<file path="src/rtl/legv8_ctrl_pkg.sv">
`default_nettype none
// ============================================================================
// Module   : legv8_ctrl_pkg
// Brief    : Shared states, PS/FS codes, opcodes and decode helper for the
//            LEGv8 control unit.
// Revision : 1.0  initial release
// ============================================================================
package legv8_ctrl_pkg;

    typedef enum logic [2:0] {
        ST_FETCH = 3'd0,
        ST_EXEC  = 3'd1,
        ST_MEM   = 3'd2,
        ST_WB    = 3'd3,
        ST_BRCHK = 3'd4,
        ST_HALT  = 3'd5
    } state_t;

    localparam logic [1:0] PS_HOLD   = 2'b00;
    localparam logic [1:0] PS_INC    = 2'b01;
    localparam logic [1:0] PS_LOAD   = 2'b10;
    localparam logic [1:0] PS_OFFSET = 2'b11;

    localparam logic [4:0] FS_AND = 5'b00000;
    localparam logic [4:0] FS_ORR = 5'b00100;
    localparam logic [4:0] FS_ADD = 5'b01000;
    localparam logic [4:0] FS_SUB = 5'b01001;

    localparam logic [10:0] OP_ADD  = 11'b10001011000;
    localparam logic [10:0] OP_ADDS = 11'b10101011000;
    localparam logic [10:0] OP_SUB  = 11'b11001011000;
    localparam logic [10:0] OP_SUBS = 11'b11101011000;
    localparam logic [10:0] OP_AND  = 11'b10001010000;
    localparam logic [10:0] OP_ORR  = 11'b10101010000;
    localparam logic [10:0] OP_STUR = 11'b11111000000;
    localparam logic [10:0] OP_LDUR = 11'b11111000010;
    localparam logic [9:0]  OP_ADDI = 10'b1001000100;
    localparam logic [9:0]  OP_SUBI = 10'b1101000100;
    localparam logic [9:0]  OP_ANDI = 10'b1001001000;
    localparam logic [9:0]  OP_ORRI = 10'b1011001000;
    localparam logic [7:0]  OP_CBZ  = 8'b10110100;
    localparam logic [7:0]  OP_CBNZ = 8'b10110101;
    localparam logic [7:0]  OP_BCOND = 8'b01010100;
    localparam logic [5:0]  OP_B    = 6'b000101;

    localparam int FLAG_Z = 0;
    localparam int FLAG_N = 1;
    localparam int FLAG_C = 2;
    localparam int FLAG_V = 3;

    typedef enum logic [4:0] {
        OPC_ADD, OPC_ADDS, OPC_SUB, OPC_SUBS, OPC_AND, OPC_ORR,
        OPC_ADDI, OPC_SUBI, OPC_ANDI, OPC_ORRI,
        OPC_STUR, OPC_LDUR, OPC_B, OPC_CBZ, OPC_CBNZ, OPC_BCOND,
        OPC_INVALID
    } op_t;

    // Widest opcode field first so shorter formats never shadow longer ones.
    function automatic op_t decode_op(input logic [31:0] ir);
        op_t op;
        op = OPC_INVALID;
        case (ir[31:21])
            OP_ADD:  op = OPC_ADD;
            OP_ADDS: op = OPC_ADDS;
            OP_SUB:  op = OPC_SUB;
            OP_SUBS: op = OPC_SUBS;
            OP_AND:  op = OPC_AND;
            OP_ORR:  op = OPC_ORR;
            OP_STUR: op = OPC_STUR;
            OP_LDUR: op = OPC_LDUR;
            default: begin
                case (ir[31:22])
                    OP_ADDI: op = OPC_ADDI;
                    OP_SUBI: op = OPC_SUBI;
                    OP_ANDI: op = OPC_ANDI;
                    OP_ORRI: op = OPC_ORRI;
                    default: begin
                        case (ir[31:24])
                            OP_CBZ:   op = OPC_CBZ;
                            OP_CBNZ:  op = OPC_CBNZ;
                            OP_BCOND: op = OPC_BCOND;
                            default:  op = (ir[31:26] == OP_B) ? OPC_B : OPC_INVALID;
                        endcase
                    end
                endcase
            end
        endcase
        return op;
    endfunction

endpackage
`default_nettype wire

</file>
<file path="src/rtl/legv8_control_unit_if.sv">
`default_nettype none
// ============================================================================
// Module   : legv8_ctrl_if
// Brief    : Control interface between the LEGv8 control unit (master) and
//            the datapath / ROM side (slave).
// Revision : 1.0  initial release
// ============================================================================
interface legv8_ctrl_if #(
    parameter int K_W       = 64,
    parameter int REG_SEL_W = 5
);
    logic [31:0]          inst;
    logic [3:0]           PRESTAT;
    logic [REG_SEL_W-1:0] SA;
    logic [REG_SEL_W-1:0] SB;
    logic [REG_SEL_W-1:0] DA;
    logic                 WR;
    logic [4:0]           FS;
    logic                 C0;
    logic [K_W-1:0]       K;
    logic                 M;
    logic                 EN_ALU;
    logic                 EN_B;
    logic                 EN_PC;
    logic                 EN_ADDR_ALU;
    logic                 EN_ADDR_PC;
    logic                 PC_SEL;
    logic [1:0]           PS;
    logic                 RCS;
    logic                 RWE;
    logic                 ROE;
    logic                 SFL;
    logic                 halted;

    modport master (
        input  inst, PRESTAT,
        output SA, SB, DA, WR, FS, C0, K, M,
        output EN_ALU, EN_B, EN_PC, EN_ADDR_ALU, EN_ADDR_PC,
        output PC_SEL, PS, RCS, RWE, ROE, SFL, halted
    );

    modport slave (
        output inst, PRESTAT,
        input  SA, SB, DA, WR, FS, C0, K, M,
        input  EN_ALU, EN_B, EN_PC, EN_ADDR_ALU, EN_ADDR_PC,
        input  PC_SEL, PS, RCS, RWE, ROE, SFL, halted
    );
endinterface
`default_nettype wire

</file>
<file path="src/rtl/legv8_cond_eval.sv">
`default_nettype none
// ============================================================================
// Module   : legv8_cond_eval
// Brief    : ARM-style condition-code evaluation of cond[3:0] against the
//            registered V/C/N/Z flags.
// Revision : 1.0  initial release
// ============================================================================
module legv8_cond_eval
    import legv8_ctrl_pkg::*;
(
    input  logic [3:0] i_cond,
    input  logic [3:0] i_prestat,
    output logic       o_take
);

    logic w_z, w_n, w_c, w_v;
    logic w_base;

    assign w_z = i_prestat[FLAG_Z];
    assign w_n = i_prestat[FLAG_N];
    assign w_c = i_prestat[FLAG_C];
    assign w_v = i_prestat[FLAG_V];

    // cond[0] inverts the base test, except for the always-true pair 111x.
    always_comb begin
        w_base = 1'b1;
        case (i_cond[3:1])
            3'b000:  w_base = w_z;
            3'b001:  w_base = w_c;
            3'b010:  w_base = w_n;
            3'b011:  w_base = w_v;
            3'b100:  w_base = w_c & ~w_z;
            3'b101:  w_base = (w_n == w_v);
            3'b110:  w_base = ~w_z & (w_n == w_v);
            default: w_base = 1'b1;
        endcase
    end

    assign o_take = (i_cond[3:1] == 3'b111) ? 1'b1 : (w_base ^ i_cond[0]);

endmodule
`default_nettype wire

</file>
<file path="src/rtl/legv8_control_unit.sv">
`default_nettype none
// ============================================================================
// Module   : legv8_control_unit
// Brief    : Multi-cycle LEGv8 sequencer; decodes IR and drives the datapath
//            control word. Define CU_BCOND_EN to decode B.cond.
// Revision : 1.0  initial release
// ============================================================================
module legv8_control_unit
    import legv8_ctrl_pkg::*;
#(
    parameter int K_W       = 64,
    parameter int REG_SEL_W = 5
)(
    input  logic         CLK,
    input  logic         RST,
    legv8_ctrl_if.master cif
);

    state_t      r_state;
    logic [31:0] r_ir;

    op_t w_op_raw;
    op_t w_op;
    logic w_bcond_take;
    logic w_cb_take;

    logic [REG_SEL_W-1:0] w_rd, w_rn, w_rm;
    logic [K_W-1:0]       w_k_imm12, w_k_imm9, w_k_imm19, w_k_imm26;
    logic [4:0]           w_alu_fs;
    logic                 w_alu_sub, w_alu_imm, w_alu_setflags;
    state_t               w_exec_next;

    assign w_op_raw = decode_op(r_ir);

`ifdef CU_BCOND_EN
    assign w_op = w_op_raw;

    legv8_cond_eval u_cond_eval (
        .i_cond    (r_ir[3:0]),
        .i_prestat (cif.PRESTAT),
        .o_take    (w_bcond_take)
    );
`else
    logic w_unused_flags;

    assign w_op           = (w_op_raw == OPC_BCOND) ? OPC_INVALID : w_op_raw;
    assign w_bcond_take   = 1'b0;
    assign w_unused_flags = ^cif.PRESTAT[3:1];
`endif

    assign w_rd = r_ir[4:0];
    assign w_rn = r_ir[9:5];
    assign w_rm = r_ir[20:16];

    assign w_k_imm12 = {{(K_W-12){1'b0}}, r_ir[21:10]};
    assign w_k_imm9  = {{(K_W-9){r_ir[20]}}, r_ir[20:12]};
    assign w_k_imm19 = {{(K_W-19){r_ir[23]}}, r_ir[23:5]};
    assign w_k_imm26 = {{(K_W-26){r_ir[25]}}, r_ir[25:0]};

    assign w_cb_take = (w_op == OPC_CBNZ) ? ~cif.PRESTAT[FLAG_Z] : cif.PRESTAT[FLAG_Z];

    always_comb begin
        w_alu_fs       = FS_ADD;
        w_alu_sub      = 1'b0;
        w_alu_imm      = 1'b0;
        w_alu_setflags = 1'b0;
        case (w_op)
            OPC_ADDS: w_alu_setflags = 1'b1;
            OPC_SUB:  begin w_alu_fs = FS_SUB; w_alu_sub = 1'b1; end
            OPC_SUBS: begin w_alu_fs = FS_SUB; w_alu_sub = 1'b1; w_alu_setflags = 1'b1; end
            OPC_AND:  w_alu_fs = FS_AND;
            OPC_ORR:  w_alu_fs = FS_ORR;
            OPC_ADDI: w_alu_imm = 1'b1;
            OPC_SUBI: begin w_alu_fs = FS_SUB; w_alu_sub = 1'b1; w_alu_imm = 1'b1; end
            OPC_ANDI: begin w_alu_fs = FS_AND; w_alu_imm = 1'b1; end
            OPC_ORRI: begin w_alu_fs = FS_ORR; w_alu_imm = 1'b1; end
            default:  ;
        endcase
    end

    always_comb begin
        case (w_op)
            OPC_LDUR:           w_exec_next = ST_MEM;
            OPC_CBZ, OPC_CBNZ:  w_exec_next = ST_BRCHK;
            OPC_INVALID:        w_exec_next = ST_HALT;
            default:            w_exec_next = ST_FETCH;
        endcase
    end

    // Reset wins in every state, so an LDUR cut short never reaches WB.
    always_ff @(posedge CLK) begin
        if (RST) begin
            r_state <= ST_FETCH;
            r_ir    <= '0;
        end else begin
            case (r_state)
                ST_FETCH: begin
                    r_ir    <= cif.inst;
                    r_state <= ST_EXEC;
                end
                ST_EXEC:  r_state <= w_exec_next;
                ST_MEM:   r_state <= ST_WB;
                ST_WB:    r_state <= ST_FETCH;
                ST_BRCHK: r_state <= ST_FETCH;
                ST_HALT:  r_state <= ST_HALT;
                default:  r_state <= ST_FETCH;
            endcase
        end
    end

    always_comb begin
        cif.SA          = '0;
        cif.SB          = '0;
        cif.DA          = '0;
        cif.WR          = 1'b0;
        cif.FS          = '0;
        cif.C0          = 1'b0;
        cif.K           = '0;
        cif.M           = 1'b0;
        cif.EN_ALU      = 1'b0;
        cif.EN_B        = 1'b0;
        cif.EN_PC       = 1'b0;
        cif.EN_ADDR_ALU = 1'b0;
        cif.EN_ADDR_PC  = 1'b0;
        cif.PC_SEL      = 1'b0;
        cif.PS          = PS_HOLD;
        cif.RCS         = 1'b0;
        cif.RWE         = 1'b0;
        cif.ROE         = 1'b0;
        cif.SFL         = 1'b0;
        cif.halted      = 1'b0;

        case (r_state)
            ST_EXEC: begin
                case (w_op)
                    OPC_ADD, OPC_ADDS, OPC_SUB, OPC_SUBS, OPC_AND, OPC_ORR,
                    OPC_ADDI, OPC_SUBI, OPC_ANDI, OPC_ORRI: begin
                        cif.SA     = w_rn;
                        cif.SB     = w_rm;
                        cif.DA     = w_rd;
                        cif.WR     = 1'b1;
                        cif.EN_ALU = 1'b1;
                        cif.FS     = w_alu_fs;
                        cif.C0     = w_alu_sub;
                        cif.M      = w_alu_imm;
                        cif.K      = w_alu_imm ? w_k_imm12 : '0;
                        cif.SFL    = w_alu_setflags;
                        cif.PS     = PS_INC;
                    end
                    OPC_STUR, OPC_LDUR: begin
                        cif.SA          = w_rn;
                        cif.M           = 1'b1;
                        cif.K           = w_k_imm9;
                        cif.FS          = FS_ADD;
                        cif.EN_ADDR_ALU = 1'b1;
                        cif.RCS         = 1'b1;
                        if (w_op == OPC_STUR) begin
                            cif.SB   = w_rd;
                            cif.EN_B = 1'b1;
                            cif.RWE  = 1'b1;
                            cif.PS   = PS_INC;
                        end
                    end
                    OPC_B: begin
                        cif.PC_SEL = 1'b1;
                        cif.K      = w_k_imm26;
                        cif.PS     = PS_OFFSET;
                    end
                    // Pass Rt through the ALU unchanged so Z reflects Rt == 0.
                    OPC_CBZ, OPC_CBNZ: begin
                        cif.SA  = w_rd;
                        cif.M   = 1'b1;
                        cif.FS  = FS_ADD;
                        cif.SFL = 1'b1;
                    end
                    OPC_BCOND: begin
                        if (w_bcond_take) begin
                            cif.PC_SEL = 1'b1;
                            cif.K      = w_k_imm19;
                            cif.PS     = PS_OFFSET;
                        end else begin
                            cif.PS = PS_INC;
                        end
                    end
                    default: ;
                endcase
            end
            ST_MEM, ST_WB: begin
                cif.SA          = w_rn;
                cif.M           = 1'b1;
                cif.K           = w_k_imm9;
                cif.FS          = FS_ADD;
                cif.EN_ADDR_ALU = 1'b1;
                cif.RCS         = 1'b1;
                cif.ROE         = 1'b1;
                if (r_state == ST_WB) begin
                    cif.WR = 1'b1;
                    cif.DA = w_rd;
                    cif.PS = PS_INC;
                end
            end
            ST_BRCHK: begin
                if (w_cb_take) begin
                    cif.PC_SEL = 1'b1;
                    cif.K      = w_k_imm19;
                    cif.PS     = PS_OFFSET;
                end else begin
                    cif.PS = PS_INC;
                end
            end
            ST_HALT:  cif.halted = 1'b1;
            default:  ;
        endcase
    end

endmodule
`default_nettype wire

</file>
<file path="src/flat_wrapper.sv">
// flat-port wrapper written by rule: the top's interface ports become plain ports
module legv8_control_unit_flat import legv8_ctrl_pkg::*;
#(
    parameter int K_W       = 64,
    parameter int REG_SEL_W = 5
)
  (CLK, RST, cif_inst, cif_PRESTAT, cif_SA, cif_SB, cif_DA, cif_WR, cif_FS, cif_C0, cif_K, cif_M, cif_EN_ALU, cif_EN_B, cif_EN_PC, cif_EN_ADDR_ALU, cif_EN_ADDR_PC, cif_PC_SEL, cif_PS, cif_RCS, cif_RWE, cif_ROE, cif_SFL, cif_halted);
  legv8_ctrl_if #(.K_W(K_W), .REG_SEL_W(REG_SEL_W)) cif_i ();
  input  logic CLK;
  input  logic RST;
  input wire logic [$bits(cif_i.inst)-1:0] cif_inst;
  input wire logic [$bits(cif_i.PRESTAT)-1:0] cif_PRESTAT;
  output wire logic [$bits(cif_i.SA)-1:0] cif_SA;
  output wire logic [$bits(cif_i.SB)-1:0] cif_SB;
  output wire logic [$bits(cif_i.DA)-1:0] cif_DA;
  output wire logic [$bits(cif_i.WR)-1:0] cif_WR;
  output wire logic [$bits(cif_i.FS)-1:0] cif_FS;
  output wire logic [$bits(cif_i.C0)-1:0] cif_C0;
  output wire logic [$bits(cif_i.K)-1:0] cif_K;
  output wire logic [$bits(cif_i.M)-1:0] cif_M;
  output wire logic [$bits(cif_i.EN_ALU)-1:0] cif_EN_ALU;
  output wire logic [$bits(cif_i.EN_B)-1:0] cif_EN_B;
  output wire logic [$bits(cif_i.EN_PC)-1:0] cif_EN_PC;
  output wire logic [$bits(cif_i.EN_ADDR_ALU)-1:0] cif_EN_ADDR_ALU;
  output wire logic [$bits(cif_i.EN_ADDR_PC)-1:0] cif_EN_ADDR_PC;
  output wire logic [$bits(cif_i.PC_SEL)-1:0] cif_PC_SEL;
  output wire logic [$bits(cif_i.PS)-1:0] cif_PS;
  output wire logic [$bits(cif_i.RCS)-1:0] cif_RCS;
  output wire logic [$bits(cif_i.RWE)-1:0] cif_RWE;
  output wire logic [$bits(cif_i.ROE)-1:0] cif_ROE;
  output wire logic [$bits(cif_i.SFL)-1:0] cif_SFL;
  output wire logic [$bits(cif_i.halted)-1:0] cif_halted;
  assign cif_i.inst = cif_inst;
  assign cif_i.PRESTAT = cif_PRESTAT;
  assign cif_SA = cif_i.SA;
  assign cif_SB = cif_i.SB;
  assign cif_DA = cif_i.DA;
  assign cif_WR = cif_i.WR;
  assign cif_FS = cif_i.FS;
  assign cif_C0 = cif_i.C0;
  assign cif_K = cif_i.K;
  assign cif_M = cif_i.M;
  assign cif_EN_ALU = cif_i.EN_ALU;
  assign cif_EN_B = cif_i.EN_B;
  assign cif_EN_PC = cif_i.EN_PC;
  assign cif_EN_ADDR_ALU = cif_i.EN_ADDR_ALU;
  assign cif_EN_ADDR_PC = cif_i.EN_ADDR_PC;
  assign cif_PC_SEL = cif_i.PC_SEL;
  assign cif_PS = cif_i.PS;
  assign cif_RCS = cif_i.RCS;
  assign cif_RWE = cif_i.RWE;
  assign cif_ROE = cif_i.ROE;
  assign cif_SFL = cif_i.SFL;
  assign cif_halted = cif_i.halted;
  legv8_control_unit #(.K_W(K_W), .REG_SEL_W(REG_SEL_W)) u_core (.CLK(CLK), .RST(RST), .cif(cif_i));
endmodule
</file>
<file path="config.mk">
export PLATFORM = sky130hd
export DESIGN_NAME = legv8_control_unit_flat
export DESIGN_NICKNAME = d
export VERILOG_FILES = /design/src/rtl/legv8_ctrl_pkg.sv /design/src/rtl/legv8_control_unit_if.sv /design/src/rtl/legv8_cond_eval.sv /design/src/rtl/legv8_control_unit.sv /design/src/flat_wrapper.sv
export SDC_FILE = /design/constraint.sdc
export NUM_CORES = 1
export LEC_CHECK = 0
export CAP_MARGIN = 20
export CORE_MARGIN = 2
export CORE_UTILIZATION = 29
export DETAILED_ROUTE_END_ITERATION = 7
export GPL_TIMING_DRIVEN = 0
export MAX_ROUTING_LAYER = met4
export REMOVE_ABC_BUFFERS = 1
export SLEW_MARGIN = 10
export SYNTH_ARGS = -nofsm -noshare
export SYNTH_HDL_FRONTEND = slang
export SYNTH_HIERARCHICAL = 1
export SYNTH_SLANG_ARGS = --single-unit
</file>
<file path="constraint.sdc">
create_clock -name CLK -period 4.72 [get_ports CLK]
set_clock_uncertainty 0.2 [all_clocks]
set_input_delay 0.944 -clock CLK [delete_from_list [all_inputs] [get_ports CLK]]
set_output_delay 0.944 -clock CLK [all_outputs]
set_load 0.03 [all_outputs]
</file>
Yosys cells after proc, flatten, opt, wreduce, memory -nomap -nowiden
Cells that the tools add are included.
- multiplexer cells: 51
- reduce and logical (&&, ||, !) cells: 14
- bitwise logic cells: 1
- equal/unequal tests: 38
- operators with widths (cell ; number):
    one-hot mux 64 bit (3 select lines) ; 2
    == test 11 bit, second input constant ; 8
    2-to-1 mux 64 bit ; 1
    one-hot mux 5 bit (2 select lines) ; 5
    == test 5 x 4 -> 1 bit, second input constant ; 9
    == test 10 bit, second input constant ; 4
    one-hot mux 5 bit (8 select lines) ; 1
    2-to-1 mux 5 bit ; 6
    == test 5 x 3 -> 1 bit, second input constant ; 4
    2-to-1 mux 1 bit ; 20
    one-hot mux 5 bit (4 select lines) ; 1
    == test 8 bit, second input constant ; 2
    one-hot mux 5 bit (3 select lines) ; 1
    2-to-1 mux 12 bit ; 1
    one-hot mux 1 bit (2 select lines) ; 6
    one-hot mux 2 bit (3 select lines) ; 2
    one-hot mux 3 bit (4 select lines) ; 1
    one-hot mux 4 bit (3 select lines) ; 1
    OR reduction 12 bit ; 1
    OR reduction 2 bit ; 6
    OR reduction 11 bit ; 1
    == test 5 x 2 -> 1 bit, second input constant ; 2
    OR reduction 10 bit ; 1
    one-hot mux 3 bit (3 select lines) ; 1
    other kinds (14) ; 17
- bits in registers: 35
- output and inout port bits: 100
- word-level logic and storage cells: 106
- input bits: 38

Depth between registers and ports, before layout
Gate-level depths: netlist of the first run.
- depth after elaboration: 13
- depth in mapped cells: 9
- gate-level depth less buffers: 6

Least setup slack after synthesis of the first run
No wires, ideal clock.
- path type: flip-flop to output port
- start point: register u_core.r_ir[29]
- end point: output cif_K[26]
- cell stages (with the launch flop): 10
- required time: 3.576 ns
- setup slack: 0.724 ns
- path buffers: 3
- data arrival time: 2.852 ns
- cells stage by stage: dfxtp_1 > buf_6 > nand4b_2 > nor3b_4 > buf_4 > a21oi_1 > nor3b_2 > a21o_1 > a21o_1 > buf_4
- cells in the longest elaborated chain, start to end: 11
- elaborated cells between the ends (all ways): 42
- classes of those cells: eq/ne (30); mux (9); reduce/logical (3)
- ends and longest elaborated chain (what ; line ; source):
    from (decl) ; legv8_control_unit.sv:20 ; logic [31:0] r_ir;
    from (signal assigned) ; legv8_control_unit.sv:98 ; r_ir <= cif.inst;
    == test 6 x 3 -> 1 bit ; legv8_ctrl_pkg.sv:82 ; default: op = (ir[31:26] == OP_B) ? OPC_B : OPC_INVALID;
    2-to-1 mux 5 bit ; legv8_ctrl_pkg.sv:82 ;
    one-hot mux 5 bit (3 select lines) ; legv8_ctrl_pkg.sv:78 ; case (ir[31:24])
    one-hot mux 5 bit (4 select lines) ; legv8_ctrl_pkg.sv:72 ; case (ir[31:22])
    one-hot mux 5 bit (8 select lines) (*) ; legv8_ctrl_pkg.sv:62 ; case (ir[31:21])
    == test 5 x 4 -> 1 bit ; legv8_control_unit.sv:46 ; assign w_op = (w_op_raw == OPC_BCOND) ? OPC_INVALID : w_op_raw;
    2-to-1 mux 5 bit (*) ; legv8_control_unit.sv:46 ;
    == test 5 x 1 -> 1 bit (tied with other cells) ; legv8_control_unit.sv:135 ; case (w_op)
    OR reduction 10 bit (tied with other cells) ; legv8_control_unit.sv:135 ;
    one-hot mux 64 bit (3 select lines) / 2-to-1 mux 64 bit (equally long branches) ; legv8_control_unit.sv:135, legv8_control_unit.sv:203 ;
    one-hot mux 64 bit (3 select lines) (*) ; legv8_control_unit.sv:133 ; case (r_state)
    to (decl) ; flat_wrapper.sv:19 ; output wire logic [$bits(cif_i.K)-1:0] cif_K;
Every way passes the cells marked *; elsewhere a longest branch is shown, timed or not.

Worst setup path in the final report of the first run
- start point: register u_core.r_ir[25]
- end point: output cif_K[62]
- cells in the longest elaborated chain, start to end: 10
- elaborated cells between the ends (all ways): 40
- classes of those cells: eq/ne (29); mux (8); reduce/logical (3)
- ends and longest elaborated chain (what ; line):
    == test 8 x 7 -> 1 bit / == test 8 bit (equally long branches) ; legv8_ctrl_pkg.sv:78
    one-hot mux 5 bit (3 select lines) ; legv8_ctrl_pkg.sv:78
    one-hot mux 5 bit (4 select lines) ; legv8_ctrl_pkg.sv:72
    one-hot mux 5 bit (8 select lines) ; legv8_ctrl_pkg.sv:62
    == test 5 x 4 -> 1 bit ; legv8_control_unit.sv:46
    2-to-1 mux 5 bit ; legv8_control_unit.sv:46
    == test 5 x 1 -> 1 bit (tied with other cells) ; legv8_control_unit.sv:135
    OR reduction 10 bit (tied with other cells) ; legv8_control_unit.sv:135
    one-hot mux 64 bit (3 select lines) / 2-to-1 mux 64 bit (equally long branches) ; legv8_control_unit.sv:135, legv8_control_unit.sv:203
    one-hot mux 64 bit (3 select lines) (*) ; legv8_control_unit.sv:133
Marked as above.

==> results of run 1 <==
[worst reg2reg max path: cells and delay by family (launching register included)]
family | cells | cell delay (ns)
AO/OA/AOI/OAI | 3 | 1.08
flip-flops | 1 | 0.56
AND/OR/NAND/NOR | 2 | 0.54
buffers and inverters | 1 | 0.17
[cells in the mapped netlist (3+ instances only)]
| cell | n |
|---|---|
| sky130_fd_sc_hd__buf_1 | 3 |
| sky130_fd_sc_hd__nor3b_1 | 3 |
| sky130_fd_sc_hd__nor2b_1 | 4 |
| sky130_fd_sc_hd__nand3_1 | 4 |
| sky130_fd_sc_hd__o21ai_0 | 17 |
| sky130_fd_sc_hd__a22o_1 | 6 |
| sky130_fd_sc_hd__a22oi_1 | 14 |
| sky130_fd_sc_hd__dfxtp_1 | 35 |
| sky130_fd_sc_hd__nor2_1 | 21 |
| sky130_fd_sc_hd__inv_1 | 4 |
| sky130_fd_sc_hd__nor3_1 | 7 |
| sky130_fd_sc_hd__clkbuf_1 | 18 |
| sky130_fd_sc_hd__buf_2 | 4 |
| sky130_fd_sc_hd__a31oi_1 | 3 |
| sky130_fd_sc_hd__or2_2 | 3 |
| sky130_fd_sc_hd__or3_1 | 3 |
| sky130_fd_sc_hd__a222oi_1 | 11 |
| sky130_fd_sc_hd__a21o_1 | 9 |
| sky130_fd_sc_hd__nand2b_1 | 3 |
| sky130_fd_sc_hd__a221o_1 | 5 |
| sky130_fd_sc_hd__nand2_1 | 76 |
| sky130_fd_sc_hd__buf_4 | 47 |
| sky130_fd_sc_hd__a21oi_1 | 40 |
| sky130_fd_sc_hd__and2_1 | 9 |
[power groups by stage]
stage / Combinational (mW) / Clock, mW / Sequential, mW
global placement: 0.180 / 0 / 0.377
floorplan: 0.109 / 0 / 0.361
CTS: 0.187 / 0.251 / 0.372
finish: 0.196 / 0.243 / 0.374
global route: 0.214 / 0.258 / 0.380
detailed placement: 0.184 / 0 / 0.378
[how the worst max path moves through the flow]
stage / startpoint / to / depth (start not counted)
detailed placement: u_core/r_ir[30]$_SDFFE_PP0P_ / cif_K[35] / 7
finish: u_core/r_ir[25]$_SDFFE_PP0P_ / cif_K[62] / 7
global placement: cif_PRESTAT[0] / cif_K[51] / 6
global route: u_core/r_ir[24]$_SDFFE_PP0P_ / cif_K[40] / 7
floorplan: cif_PRESTAT[0] / cif_K[25] / 4
CTS: u_core/r_ir[21]$_SDFFE_PP0P_ / cif_K[8] / 7
[final cells by class]
cell class	count	area, um2	area share
Multi-Input combinational cell	277	1710	0.419
Tap cell	129	161	0.0397
Timing Repair Buffer	139	1380	0.339
Sequential cell	35	703	0.173
Clock buffer	8	100	0.0246
Inverter	5	18.8	0.00461
[repair_timing]
item | in CTS | in global routing
pin swaps | 2 | 0
setup buffers | 4 | 0
gates cloned | 1 | 0
endpoints found under the setup margin | 70 | 63
resized for setup | 4 | 8
[metrics by stage]
| stage | cell area, um2 | utilization | total power [mW] | setup slack (ns) | cells |
|---|---|---|---|---|---|
| 3_3_place_gp | 3830 | 0.410 | 0.558 | -0.847 | 575 |
| 3_5_place_dp | 3850 | 0.413 | 0.563 | -0.620 | 579 |
| 5_1_grt | 4070 | 0.436 | 0.851 | 0.0355 | 593 |
| 2_1_floorplan | 2360 | - | 0.469 | -5.35 | 316 |
| 4_1_cts | 4010 | 0.430 | 0.809 | 0.0492 | 592 |
| 6_report | 4070 | 0.436 | 0.814 | 0.185 | 593 |
[per-layer routing]
metal | vias up | global-route usage
met5 | - | -
met3 | 11 | 0.0305
met1 | 1456 | 0.257
met2 | 148 | 0.302
met4 | 0 | 0.0472
li1 | 1492 | -
[sequential cells by signal, indices dropped and copies added (netlist names)]
register,cells
u_core/r_state,3
u_core/r_ir,32
[cell families (layout without fill, tap and decap cells)]
family | after synthesis | after routing | share of synthesized area
AO/OA/AOI/OAI | 119 | 119 | 0.296
AND/OR/NAND/NOR | 151 | 152 | 0.276
other | 1 | 4 | 0.00133
XOR/XNOR | 1 | 1 | 0.00311
multiplexers | 1 | 1 | 0.00355
buffers and inverters | 78 | 152 | 0.171
flip-flops | 35 | 35 | 0.249
==> impl_metrics.py, run 1 <==
metrics = {
    "outcome": {
        "status": "finished clean",
    },
    "power": {
        "irDropWorstVdd_uv": 108,
        "p_sw_frac": 0.333,
        "power.share.combinational": 0.241,
        "clock_power_share": 0.299,
        "power_frac_seq": 0.460,
        "power_report.internal_total_mw": 0.543,
        "total_leakage_power_nw": 1.43,
        "powerDensity_nw_per_um2": 200,
        "power.net_switching_mw": 0.271,
    },
    "timing": {
        "final_hold_viol_count": 0,
        "final-setup-viol-count": 0,
        "hold_ws_ns": 0.301,
        "final.setup.tns_ns": 0,
        "slew_limit_fails": 0,
        "maxSlewHeadroom": 0.484,
        "period_minus_slack_ns": 4.54,
        "worst_slew_pin_slew_ns": 0.770,
        "grt_setup_unrepaired": "false",
        "achievable_frequency_ghz": 0.221,
        "period_share": 0.961,
    },
    "worst_setup_path": {
        "critical_path.cell_chain": "nand4b_2 -> nor3b_4 -> a21oi_1 -> nor3b_4 -> a21o_1 -> a21o_4 -> clkdlybuf4s50_1",
        "critPathCaptureType": "output pin",
        "reg2reg_from": "u_core/r_ir[24]$_SDFFE_PP0P_",
        "path_delay_family": "simple AND/OR/NAND/NOR gates",
        "critical_path.reg2reg.endpoint": "u_core/r_state[2]$_SDFF_PP0_",
        "path_common_cell": "sky130_fd_sc_hd__nor3b_4",
        "worstPathBufferInverterCount": 1,
        "critPathLaunchType": "register",
        "r2r_setup_slack_ns": 2.05,
        "critical_path.max_stage_delay_ns": 0.74,
        "crit_fanout": 39,
        "r2r.worst_path.cells": 6,
        "arrival_time_at_the_worst_endpoint_ns": 3.39,
        "cpMaxStageDelayCell": "sky130_fd_sc_hd__clkdlybuf4s50_1",
        "worst_ep_required_time_ns": 3.58,
        "critPathKind": "reg2out",
    },
    "drt": {
        "routed-wl-met2_um": 4780,
        "top_sig_layer": "met4",
        "drt_drc_violations_left": 0,
        "viasPerCell": 5.24,
        "wl_met3_um": 751,
        "dr_total_vias": 3107,
        "avgRoutedWirePerCell_um": 16.8,
        "detail-route-antenna-nets": 0,
        "dr.pass1.iters": 7,
        "dr.first_iter.drc_count": 336,
        "wirelength_met1_um": 4300,
        "routed_wl_um": 9940,
    },
    "grt": {
        "grt_pass1_wl_um": 15500,
        "grt_use_total": 0.192,
        "grt_max_degree": 40,
        "initial_antenna_violation_count": 0,
        "grt_overflow": 0,
        "number_of_global_route_vias_before_repair": 2841,
    },
    "cells_and_area": {
        "filler_cell_count": 959,
        "final_nets": 501,
        "layout_common_cells": "sky130_fd_sc_hd__clkdlybuf4s50_1 (129), sky130_fd_sc_hd__nand2_1 (76), sky130_fd_sc_hd__a21oi_1 (40)",
        "antennaDiodeCount": 0,
        "drive_gt1_frac": 0.0905,
        "syn_to_final_growth_pct": 44.5,
        "layout_commonest_cell": "sky130_fd_sc_hd__clkdlybuf4s50_1",
    },
    "min_path": {
        "hold-path-cell-count": 2,
        "min-delay-start": "u_core/r_ir[5]$_SDFFE_PP0P_",
        "min_path_type": "reg2reg",
        "hold-path-endpoint": "u_core/r_ir[5]$_SDFFE_PP0P_",
    },
    "floorplan": {
        "placeableCoreArea_um2": 9330,
        "initial_core_util": 0.302,
        "die-height_um": 103,
        "floorplan.die_area_um2": 10500,
        "design.portCount": 138,
        "die_w_um": 103,
        "row_count": 35,
    },
    "synthesis": {
        "post_synthesis_sequential_area_ratio": 0.249,
        "ys_dominant_reg_cell": "sky130_fd_sc_hd__dfxtp_1",
        "synthCells": 386,
        "synth-async-reset-ratio": 0,
        "synthesis.area_per_instance_um2": 7.30,
        "biggest_area_consumer_among_synthesized_cells": "sky130_fd_sc_hd__dfxtp_1",
        "synth_enable_flop_cells": 0,
        "fraction_of_synthesized_cell_area_taken_by_the_top_area_cell_type": 0.249,
        "mappedNetlistArea_um2": 2820,
        "synthesis.yosys.warnings": 6,
        "synthTopCellsByArea": "sky130_fd_sc_hd__dfxtp_1 (25%), sky130_fd_sc_hd__buf_4 (13%), sky130_fd_sc_hd__nand2_1 (10%), sky130_fd_sc_hd__a21oi_1 (7.1%), sky130_fd_sc_hd__a222oi_1 (3.9%)",
        "synth.lib_cells_used.distinct": 51,
        "ys_ff_latch": 35,
    },
    "clock_network": {
        "cts_tree": "built",
        "cts_buffer_count": 5,
        "cts.htree.levels": 2,
        "clock_sink_count": 35,
        "cts.path.max_buffers": 2,
        "clk-insertion-delay-late_ns": 0.29,
        "hold_buffers": 0,
        "cts.clk_slew.worst_paths_ns": 0.07,
        "cts_root_buf": "sky130_fd_sc_hd__clkbuf_8",
    },
    "placed_design": {
        "placer_congestion_estimate": 0.820,
        "placement.io_buffers": 130,
        "detailed_place_hpwl_um": 6960,
    },
    "run": {
        "max_cap_violations": 0,
    },
}
Power figures use the tool's default switching activity.
==> inputs of run 2 (changes only) <==
Settings changed: CTS_CLUSTER_DIAMETER set to 40.
==> results of run 2 <==
No change in the layout: final DEF, timing and power equal those of run 1.
==> inputs of run 3 (changes only) <==
==> constraint.sdc (replaced) <==
create_clock -name CLK -period 4.72 [get_ports CLK]
set_clock_uncertainty 0.2 [all_clocks]
set_input_delay 1.416 -clock CLK [delete_from_list [all_inputs] [get_ports CLK]]
set_output_delay 1.416 -clock CLK [all_outputs]
set_load 0.03 [all_outputs]
==> run 3 against run 2 <==
Net effect:
- sequential share of layout area increased by 0.63 points
- register-to-register slack improved by 0.27 ns
- worst hold slack improved by 0.0064 ns
- die area unchanged
- design area decreased by 3.0%
- clock power about the same
- final cell count increased by 1.2%
- worst setup slack got worse by 0.14 ns
- combinational power about the same
- critical path depth decreased by 1
- sequential power increased by 1%
==> impl_metrics.py, run 3 (synthesis gave the netlist of run 1 again) <==
metrics = {
    "outcome": {
        "status": "finished clean",
    },
    "cells_and_area": {
        "filler_cell_count": 1015,
        "final_nets": 508,
        "regMostFlops": "u_core/r_ir",
        "antennaDiodeCount": 0,
        "largestRegisters": "u_core/r_ir (32), u_core/r_state (3)",
        "layout_commonest_cell": "sky130_fd_sc_hd__nand2_1",
        "layout_common_cells": "sky130_fd_sc_hd__nand2_1 (76), sky130_fd_sc_hd__clkdlybuf4s50_1 (56), sky130_fd_sc_hd__buf_2 (53)",
        "largest_register_ffs": 32,
        "drive_gt1_frac": 0.244,
        "finalCoreUtilization": 0.423,
        "syn_to_final_growth_pct": 40.2,
    },
    "grt": {
        "grt_use_total": 0.195,
        "number_of_global_route_vias_before_repair": 2835,
        "grt_max_degree": 36,
        "grt_pass1_wl_um": 15800,
        "initial_antenna_violation_count": 0,
        "grt_overflow": 0,
    },
    "drt": {
        "detail-route-antenna-nets": 0,
        "drt_drc_violations_left": 0,
        "dr.pass1.iters": 8,
        "dr.first_iter.drc_count": 301,
        "avgRoutedWirePerCell_um": 17.0,
        "viasPerCell": 5.27,
        "routed_wl_um": 10200,
        "dr_total_vias": 3163,
    },
    "timing": {
        "hold_ws_ns": 0.308,
        "final.setup.tns_ns": 0,
        "worst_slew_pin_slew_ns": 0.774,
        "final-setup-viol-count": 0,
        "post-route-worst-setup-slack_ns": 0.0477,
        "period_minus_slack_ns": 4.67,
        "achievable_frequency_ghz": 0.214,
        "period_share": 0.990,
        "maxSlewHeadroom": 0.480,
        "slew_limit_fails": 0,
        "final_hold_viol_count": 0,
    },
    "clock_network": {
        "cts.clk_slew.worst_paths_ns": 0.07,
        "cts_root_buf": "sky130_fd_sc_hd__clkbuf_8",
        "cts.htree.levels": 2,
        "cts_buffer_count": 5,
        "cts_tree": "built",
        "clk-insertion-delay-late_ns": 0.30,
        "cts.path.max_buffers": 2,
        "clock_sink_count": 35,
    },
    "floorplan": {
        "design.portCount": 138,
        "placeableCoreArea_um2": 9330,
        "die_w_um": 103,
        "die-height_um": 103,
        "row_count": 35,
        "initial_core_util": 0.302,
        "floorplan.die_area_um2": 10500,
    },
    "worst_setup_path": {
        "worstPathBufferInverterCount": 2,
        "path_delay_family": "buffers and inverters",
        "critical_path.cell_chain": "clkdlybuf4s50_1 -> xnor2_2 -> nor2_4 -> a21o_4 -> a21o_1 -> dlygate4sd2_1",
        "crit_fanout": 8,
        "critPathCaptureType": "output pin",
        "arrival_time_at_the_worst_endpoint_ns": 3.06,
        "cpMaxStageDelayCell": "sky130_fd_sc_hd__clkdlybuf4s50_1",
        "critPathLaunchType": "input port",
        "critPathKind": "in2out",
        "critical_path.max_stage_delay_ns": 0.47,
        "worst_ep_required_time_ns": 3.10,
    },
    "placed_design": {
        "placement.io_buffers": 130,
        "detailed_place_hpwl_um": 6960,
        "place_ws_ns": -1.31,
        "placer_congestion_estimate": 0.820,
    },
    "min_path": {
        "min_path_type": "reg2reg",
    },
    "power": {
        "powerDensity_nw_per_um2": 207,
        "irDropWorstVdd_uv": 108,
        "total_leakage_power_nw": 1.74,
    },
    "run": {
        "max_cap_violations": 0,
    },
}
## run 3: cell count changes in the layout (fill, tap and decap cells not counted), sizes merged
| cell | previous run | this run |
|---|---|---|
| a21o | 9 | 10 |
| buf | 10 | 67 |
| clkbuf | 8 | 12 |
| clkdlybuf4s15 | 0 | 1 |
| clkdlybuf4s50 | 129 | 56 |
| dlygate4sd2 | 0 | 13 |
| dlymetal6s2s | 0 | 4 |
## run 3: stage by stage
stage	area [um2]	total power [mW]	instances
final	3950	0.818	600
after global routing	3950	0.854	600
after CTS	4160	0.814	595
after detailed placement	3850	0.563	579
after global placement	3830	0.558	575
after floorplan	2360	0.469	316
## run 3: worst reg2reg max path: cells and delay by family (launching register included)
family           cells  cell delay [ns]
AO/OA/AOI/OAI        2             0.53
AND/OR/NAND/NOR      4             1.18
flip-flops           1             0.41
## run 3: repair_timing
item | 4_1_cts | 5_1_grt
gates resized for setup | 205 | 126
buffers inserted | 6 | 4
hold buffers | 0 | 0
cloned | 2 | 0
pin swaps | 4 | 2
setup endpoints to repair | 90 | 78
## run 3: layer usage
metal	vias up	global-route usage	routed length, um
met4	0	0.0308	74
met3	13	0.0278	713
li1	1505	-	-
met2	158	0.310	4930
met1	1487	0.270	4460
met5	-	-	0
## run 3: path summary, 6_finish.rpt
path | startpoint | to | slack [ns] | depth (start not counted)
worst min register to register | u_core/r_ir[10]$_SDFFE_PP0P_ | u_core/r_ir[10]$_SDFFE_PP0P_ | 0.31 | 2
worst min-delay path | u_core/r_ir[10]$_SDFFE_PP0P_ | u_core/r_ir[10]$_SDFFE_PP0P_ | 0.31 | 2
worst max-delay path | cif_PRESTAT[0] | cif_K[18] | 0.05 | 6
worst max register to register | u_core/r_ir[21]$_SDFFE_PP0P_ | u_core/r_state[2]$_SDFF_PP0_ | 2.32 | 6
## run 3: cell type report
| type | count | area, um2 | share of cell area |
|---|---|---|---|
| repair buffers | 145 | 1150 | 0.291 |
| inverters | 5 | 18.8 | 0.00475 |
| well taps | 129 | 161 | 0.0409 |
| flip-flops and latches | 35 | 707 | 0.179 |
| multi-input cells | 278 | 1810 | 0.459 |
| clock buffers | 8 | 100 | 0.0254 |
## run 3: power breakdown
group | total [mW] | internal, mW | switching, mW
clock network | 0.246 | 0.133 | 0.113
registers | 0.379 | 0.322 | 0.0565
logic | 0.193 | 0.0831 | 0.110
